## src/rtl/fuzzy_pkg.sv

```systemverilog
// Shared fixed-point types and state encodings for the fuzzy
// pipeline (fuzzifiers, rule evaluation, defuzzifier).
package fuzzy_pkg;

    typedef logic [15:0]        q15_t;
    typedef logic signed [7:0]  q7_t;

    localparam q15_t Q15_ONE = 16'h7FFF;

    typedef enum logic [1:0] {
        ACC,
        DIV,
        OUT
    } defuzz_state_t;

endpackage

```

## src/rtl/seq_udiv.sv

```systemverilog
// Sequential unsigned restoring divider, one quotient bit per
// cycle, MSB first; the start cycle already resolves the MSB.
module seq_udiv #(
    parameter int W_N = 28,
    parameter int W_D = 20,
    parameter int W_Q = 8
) (
    input  logic           clk,
    input  logic           rst_n,
    input  logic           start,
    input  logic [W_N-1:0] dividend,
    input  logic [W_D-1:0] divisor,
    output logic           busy,
    output logic           done,
    output logic [W_Q-1:0] quotient
);

    localparam int W_C = $clog2(W_Q + 1);

    logic [W_N-1:0] rem_q, rem_d;
    logic [W_N-1:0] dsh_q, dsh_d;
    logic [W_Q-1:0] quo_q, quo_d;
    logic [W_C-1:0] cnt_q, cnt_d;
    logic           busy_q, busy_d;
    logic           done_q, done_d;

    logic [W_N-1:0] rem_in;
    logic [W_N-1:0] dsh_in;
    logic [W_Q-1:0] quo_in;
    logic [W_N-1:0] div_ext;
    logic           ge;

    always_comb begin
        div_ext = {{(W_N - W_D){1'b0}}, divisor};
        rem_in  = start ? dividend : rem_q;
        dsh_in  = start ? (div_ext << (W_Q - 1)) : dsh_q;
        quo_in  = start ? '0 : quo_q;
        ge      = (rem_in >= dsh_in);

        rem_d  = rem_q;
        dsh_d  = dsh_q;
        quo_d  = quo_q;
        cnt_d  = cnt_q;
        busy_d = busy_q;
        done_d = 1'b0;

        if (start || busy_q) begin
            rem_d  = ge ? (rem_in - dsh_in) : rem_in;
            dsh_d  = dsh_in >> 1;
            quo_d  = {quo_in[W_Q-2:0], ge};
            cnt_d  = start ? W_C'(1) : cnt_q + W_C'(1);
            busy_d = (cnt_d != W_C'(W_Q));
            done_d = !busy_d;
        end
    end

    always_ff @(posedge clk) begin
        if (!rst_n) begin
            rem_q  <= '0;
            dsh_q  <= '0;
            quo_q  <= '0;
            cnt_q  <= '0;
            busy_q <= 1'b0;
            done_q <= 1'b0;
        end else begin
            rem_q  <= rem_d;
            dsh_q  <= dsh_d;
            quo_q  <= quo_d;
            cnt_q  <= cnt_d;
            busy_q <= busy_d;
            done_q <= done_d;
        end
    end

    assign busy     = busy_q;
    assign done     = done_q;
    assign quotient = quo_q;

endmodule

```

## src/rtl/defuzz_wavg.sv

```systemverilog
// Sugeno weighted-average defuzzifier: accumulates mu and mu*s
// over a frame, then divides with fixed latency.
module defuzz_wavg
    import fuzzy_pkg::*;
#(
    parameter int N_MAX = 16
) (
    input  logic              clk,
    input  logic              rst_n,
    input  logic              in_valid,
    output logic              in_ready,
    input  logic [15:0]       in_mu,
    input  logic signed [7:0] in_s,
    input  logic              in_last,
    output logic              out_valid,
    input  logic              out_ready,
    output logic signed [7:0] out_y,
    output logic              out_zero,
    output logic              out_ovf
);

    localparam int W_SUMW  = 16 + $clog2(N_MAX);
    localparam int W_SUMWS = W_SUMW + 8;
    localparam int W_CNT   = $clog2(N_MAX + 1);

    defuzz_state_t state_q, state_d;

    logic [W_SUMW-1:0]         sum_w_q, sum_w_d;
    logic signed [W_SUMWS-1:0] sum_ws_q, sum_ws_d;
    logic [W_CNT-1:0]          cnt_q, cnt_d;
    logic                      ovf_q, ovf_d;
    logic                      start_q, start_d;
    logic                      in_ready_q, in_ready_d;
    logic                      out_valid_q, out_valid_d;
    logic                      out_zero_q, out_zero_d;
    logic                      out_ovf_q, out_ovf_d;
    q7_t                       out_y_q, out_y_d;

    q15_t                      mu_c;
    logic signed [16:0]        mu_s;
    logic signed [24:0]        prod;
    logic [W_SUMWS-1:0]        mag;
    logic signed [8:0]         q_s;
    logic [7:0]                quo;
    logic                      div_busy;
    logic                      div_done;

    seq_udiv #(
        .W_N (W_SUMWS),
        .W_D (W_SUMW),
        .W_Q (8)
    ) u_div (
        .clk      (clk),
        .rst_n    (rst_n),
        .start    (start_q),
        .dividend (mag),
        .divisor  (sum_w_q),
        .busy     (div_busy),
        .done     (div_done),
        .quotient (quo)
    );

    always_comb begin
        mu_c = (in_mu > Q15_ONE) ? Q15_ONE : in_mu;
        mu_s = signed'({1'b0, mu_c});
        prod = 25'(mu_s) * 25'(in_s);
        mag  = sum_ws_q[W_SUMWS-1] ? unsigned'(-sum_ws_q)
                                   : unsigned'(sum_ws_q);
        q_s  = sum_ws_q[W_SUMWS-1] ? -signed'({1'b0, quo})
                                   : signed'({1'b0, quo});

        state_d     = state_q;
        sum_w_d     = sum_w_q;
        sum_ws_d    = sum_ws_q;
        cnt_d       = cnt_q;
        ovf_d       = ovf_q;
        start_d     = 1'b0;
        in_ready_d  = in_ready_q;
        out_valid_d = out_valid_q;
        out_zero_d  = out_zero_q;
        out_ovf_d   = out_ovf_q;
        out_y_d     = out_y_q;

        unique case (state_q)
            ACC: begin
                if (in_valid && in_ready_q) begin
                    if (cnt_q == W_CNT'(N_MAX)) begin
                        ovf_d = 1'b1;
                    end else begin
                        sum_w_d  = sum_w_q + W_SUMW'(mu_c);
                        sum_ws_d = sum_ws_q + W_SUMWS'(prod);
                        cnt_d    = cnt_q + W_CNT'(1);
                    end
                    if (in_last) begin
                        state_d    = DIV;
                        in_ready_d = 1'b0;
                        start_d    = 1'b1;
                    end
                end
            end
            DIV: begin
                if (div_done && !div_busy) begin
                    state_d     = OUT;
                    out_valid_d = 1'b1;
                    out_ovf_d   = ovf_q;
                    // zero weight: quotient is meaningless, force 0
                    if (sum_w_q == '0) begin
                        out_y_d    = '0;
                        out_zero_d = 1'b1;
                    end else if (q_s > 9'sd127) begin
                        out_y_d = 8'sd127;
                    end else if (q_s < -9'sd128) begin
                        out_y_d = -8'sd128;
                    end else begin
                        out_y_d = q_s[7:0];
                    end
                end
            end
            OUT: begin
                if (out_ready) begin
                    state_d     = ACC;
                    sum_w_d     = '0;
                    sum_ws_d    = '0;
                    cnt_d       = '0;
                    ovf_d       = 1'b0;
                    in_ready_d  = 1'b1;
                    out_valid_d = 1'b0;
                    out_zero_d  = 1'b0;
                    out_ovf_d   = 1'b0;
                    out_y_d     = '0;
                end
            end
            default: begin
                state_d    = ACC;
                in_ready_d = 1'b1;
            end
        endcase
    end

    always_ff @(posedge clk) begin
        if (!rst_n) begin
            state_q     <= ACC;
            sum_w_q     <= '0;
            sum_ws_q    <= '0;
            cnt_q       <= '0;
            ovf_q       <= 1'b0;
            start_q     <= 1'b0;
            in_ready_q  <= 1'b1;
            out_valid_q <= 1'b0;
            out_zero_q  <= 1'b0;
            out_ovf_q   <= 1'b0;
            out_y_q     <= '0;
        end else begin
            state_q     <= state_d;
            sum_w_q     <= sum_w_d;
            sum_ws_q    <= sum_ws_d;
            cnt_q       <= cnt_d;
            ovf_q       <= ovf_d;
            start_q     <= start_d;
            in_ready_q  <= in_ready_d;
            out_valid_q <= out_valid_d;
            out_zero_q  <= out_zero_d;
            out_ovf_q   <= out_ovf_d;
            out_y_q     <= out_y_d;
        end
    end

    assign in_ready  = in_ready_q;
    assign out_valid = out_valid_q;
    assign out_y     = out_y_q;
    assign out_zero  = out_zero_q;
    assign out_ovf   = out_ovf_q;

endmodule

```

## config.mk

```make
export PLATFORM = sky130hd
export DESIGN_NAME = defuzz_wavg
export DESIGN_NICKNAME = d
export VERILOG_FILES = /design/src/rtl/fuzzy_pkg.sv /design/src/rtl/seq_udiv.sv /design/src/rtl/defuzz_wavg.sv
export SDC_FILE = /design/constraint.sdc
export NUM_CORES = 1
export LEC_CHECK = 0
export CAP_MARGIN = 20
export CORE_MARGIN = 5
export CORE_UTILIZATION = 50
export DETAILED_ROUTE_END_ITERATION = 12
export GPL_TIMING_DRIVEN = 0
export PLACE_DENSITY = 0.75
export SYNTH_ARGS = -nofsm -noshare
export SYNTH_HDL_FRONTEND = slang
export SYNTH_SLANG_ARGS = --single-unit
```

## constraint.sdc

```tcl
create_clock -name clk -period 7.8 [get_ports clk]
set_input_delay 1.95 -clock clk [delete_from_list [all_inputs] [get_ports clk]]
set_output_delay 1.95 -clock clk [all_outputs]
set_load 0.1 [all_outputs]
```

==> flow_summary.yaml <==
power:
  leakage_nw: 6.89
  p_per_area_mw_per_mm2: 421
  fin_total_pwr_mw: 6.36
  vdd_drop_max_mv: 0.413
detailed_routing:
  viasPerCell: 5.91
  dr.pass1.iters: 6
  drt-initial-drc-count: 1060
  vias: 11900
  drc_errors: 0
  wl_per_cell_um: 18.2
  antenna_left: 0
  routed_wl_um: 36600
die:
  io-pin-count: 41
  rows: 60
  die_x_um: 175
  die-area_mm2: 0.0306
  initial_core_util: 0.506
  coreArea_mm2: 0.0269
  die_h_um: 175
critical_path:
  cp_max_fo: 10
  cp_slowest_stage_delay_ps: 630
  cp_top_family: "adder cells"
  arrival_ps: 7760
  crit_slowest_cell: "clkdlybuf4s50_1"
  cp_common_cell: "fa_1"
  startpoint_type: "input pin"
  worst-path-buf-inv: 3
  crit_path_cell_trace: "clkdlybuf4s50_1 -> clkbuf_1 -> nand2_1 -> fa_1 -> inv_1 -> fa_1 -> fa_1 -> fa_1 -> ha_1 -> ha_1 -> a21o_1 -> a21o_1 -> a21oi_1 -> nor3b_2 -> a21oi_1 -> o211ai_1 -> a21boi_0 -> or3_1 -> a32o_1"
  endpoint_kind: "register"
  worstSetupPathType: "in -> reg"
  required_ps: 8130
finish:
  stdcell_area_mm2: 0.0151
  multi_input_area_mm2: 0.0101
  ff_latch_area_mm2: 0.00274
  drive_gt1_frac: 0.0467
  area_delta_synth_final_pct: 11.2
  final_nets: 1922
  nFillCells: 2374
  diodes: 0
sta:
  worst_pin_slew_ps: 1060
  finClkSkew_ps: 9.42
  relSlewSlack: 0.285
  fin_crit_sh: 0.953
  fmax_mhz: 135
  min_period_ps: 7430
  hold_viol_final: 0
  fin_tns_setup_ps: 0
  finalSetupViolations: 0
  finalMaxSlewViolations: 0
  whs_ps: 451
  worst_slack_ps: 370
  rsz0062_at_grt: "false"
logic_synthesis:
  synth-edff-count: 0
  syn_inst: 1596
  synth_area_leader_cell: "dfxtp_1"
  avgSynthCellArea_um2: 8.52
  synth_area_mm2: 0.0136
  synth_most_common_cell: "nand2_1"
  yosysSeqAreaShare: 0.202
  yosysUniqueCellTypes: 72
  synthTopCellsByArea: "dfxtp_1, fa_1, ha_1"
  synthFlopType: "dfxtp_1"
  yosysTopAreaCellShare: 0.202
  synth-async-reset-ratio: 0
  synth_commonest_cells: "nand2_1, dfxtp_1, inv_1"
  yosysWarnings: 0
  synth-seq-cells: 137
global_routing:
  antenna_found_initial: 0
  grt_pass1_vias: 11500
  grt_usage: 0.238
  grt-ovfl-total: 0
  grt_pass1_wl_um: 59100
  grt_start_max_net_pins: 17
clock_network:
  cts_sinks: 137
  cts.path.max_buffers: 2
  cts_root_buf: "clkbuf_16"
  clock_latency_ps: 430
  cts_setup_buffers: 0
  cts_tree: "built"
  numCtsBuffers: 17
  htreeDepth: 4
  clk_pin_slew_ps: 60
placement:
  dp_slack_ps: -770
  gp_congestion: 0.923
  io_buffers: 40
  dpl.hpwl_um: 28800
  dpl-instance-area_mm2: 0.0145
min_path:
  hp-class: "reg -> reg"
run:
  maxCapViolations: 0
status:
  status: "finished, final reports clean"
[report_power, final]
part | switching [mW] | internal [mW] | leakage [nW]
Clock | 0.315 | 0.516 | 0.283
Combinational | 2.66 | 1.97 | 5.49
Sequential | 0.0990 | 0.799 | 1.12
[state kept, by name, summed over array words and instances, names as in the netlist, 2 cells and up]
signal,cells
cnt_q,5
out_y,8
state_q,2
sum_w_q,20
sum_ws_q,28
u_div.cnt_q,4
u_div.dsh_q,26
u_div.quotient,8
u_div.rem_q,28
[cell usage in the layout (no fill, tap or decap), drive strengths merged, types with 4 or more instances in the layout]
master | netlist | routed
nor3b | 5 | 5
clkdlybuf4s50 | 0 | 38
a211oi | 9 | 9
o21bai | 12 | 12
clkinv | 2 | 5
buf | 11 | 12
nor2b | 93 | 93
a22oi | 22 | 22
xor2 | 43 | 43
mux2 | 8 | 8
o21a | 7 | 7
clkbuf | 58 | 78
o211a | 29 | 29
nand3 | 14 | 14
a21oi | 108 | 108
nor4 | 14 | 14
or4 | 4 | 4
xnor2 | 52 | 52
o21ai | 74 | 74
or2 | 6 | 6
dfxtp | 137 | 137
ha | 124 | 124
a21o | 29 | 29
nand2b | 11 | 11
mux2i | 54 | 54
and2 | 25 | 25
nor3 | 17 | 17
nand2 | 161 | 161
nand4 | 13 | 13
o31ai | 8 | 8
fa | 109 | 109
conb | 2 | 8
or3 | 12 | 12
a21boi | 15 | 15
o211ai | 11 | 11
a31oi | 12 | 12
inv | 135 | 135
nor2 | 106 | 106
and3 | 7 | 7
[worst reg2reg max path, delay by kind of cell, from the launching register on]
kind / cells / cell delay (ps)
buffers and inverters: 3 / 1830
adders and majority gates: 1 / 340
and+or+nand+nor: 3 / 570
muxes: 2 / 610
DFF: 1 / 320
AOI/OAI and AO/OA: 5 / 1610
[stage by stage]
step	cells	utilization
floorplan	1602	-
global placement	1983	0.537
detailed placement	1984	0.538
CTS	2015	0.560
global route	2013	0.563
finish	2013	0.563
[metal layers]
layer | global-route usage | vias to the layer above | wire length (um)
met2 | 0.386 | 402 | 17000
met5 | 0 | - | 0
met1 | 0.328 | 5822 | 16200
met3 | 0.0389 | 71 | 2310
li1 | - | 5593 | -
met4 | 0.0704 | 0 | 1070
[area by class of cell]
| type | count | share of cell area |
|---|---|---|
| multi-input combinational | 1259 | 0.671 |
| buffer | 67 | 0.0188 |
| inverter | 137 | 0.0340 |
| timing repair buffer | 41 | 0.0275 |
| tap | 341 | 0.0282 |
| sequential | 137 | 0.181 |
| clock inverter | 8 | 0.00795 |
| clock buffer | 23 | 0.0310 |
[path summary, 6_finish.rpt]
kind | startpoint | to | slack, ps | cells after the start
setup / recovery | in_s[1] | sum_ws_q[25] | 370 | 19
setup reg to reg | start_q | u_div.rem_q[27] | 2370 | 14
hold reg to reg | u_div.rem_q[18] | u_div.rem_q[18] | 450 | 2
hold / removal | u_div.rem_q[18] | u_div.rem_q[18] | 450 | 2
[cells by family (layout without fill, tap and decap cells)]
| kind of cell | after synthesis | count (layout) | synth area share |
|---|---|---|---|
| muxes | 62 | 62 | 0.0464 |
| xor gates and xnor gates | 95 | 95 | 0.0612 |
| other | 2 | 8 | 0.000552 |
| DFF | 137 | 137 | 0.202 |
| AOI/OAI and AO/OA | 365 | 365 | 0.177 |
| and+or+nand+nor | 496 | 496 | 0.180 |
| buffers and inverters | 206 | 276 | 0.0586 |
| adders and majority gates | 233 | 233 | 0.275 |
[timing repair]
item / CTS / global route
resized for setup: 5 / 26
endpoints found under the setup margin: 10 / 10
hold buffers: 0 / 0
pin swaps: 0 / 0
endpoints found under the hold margin: 0 / 0
No activity file was read; power rests on OpenSTA's default activity.
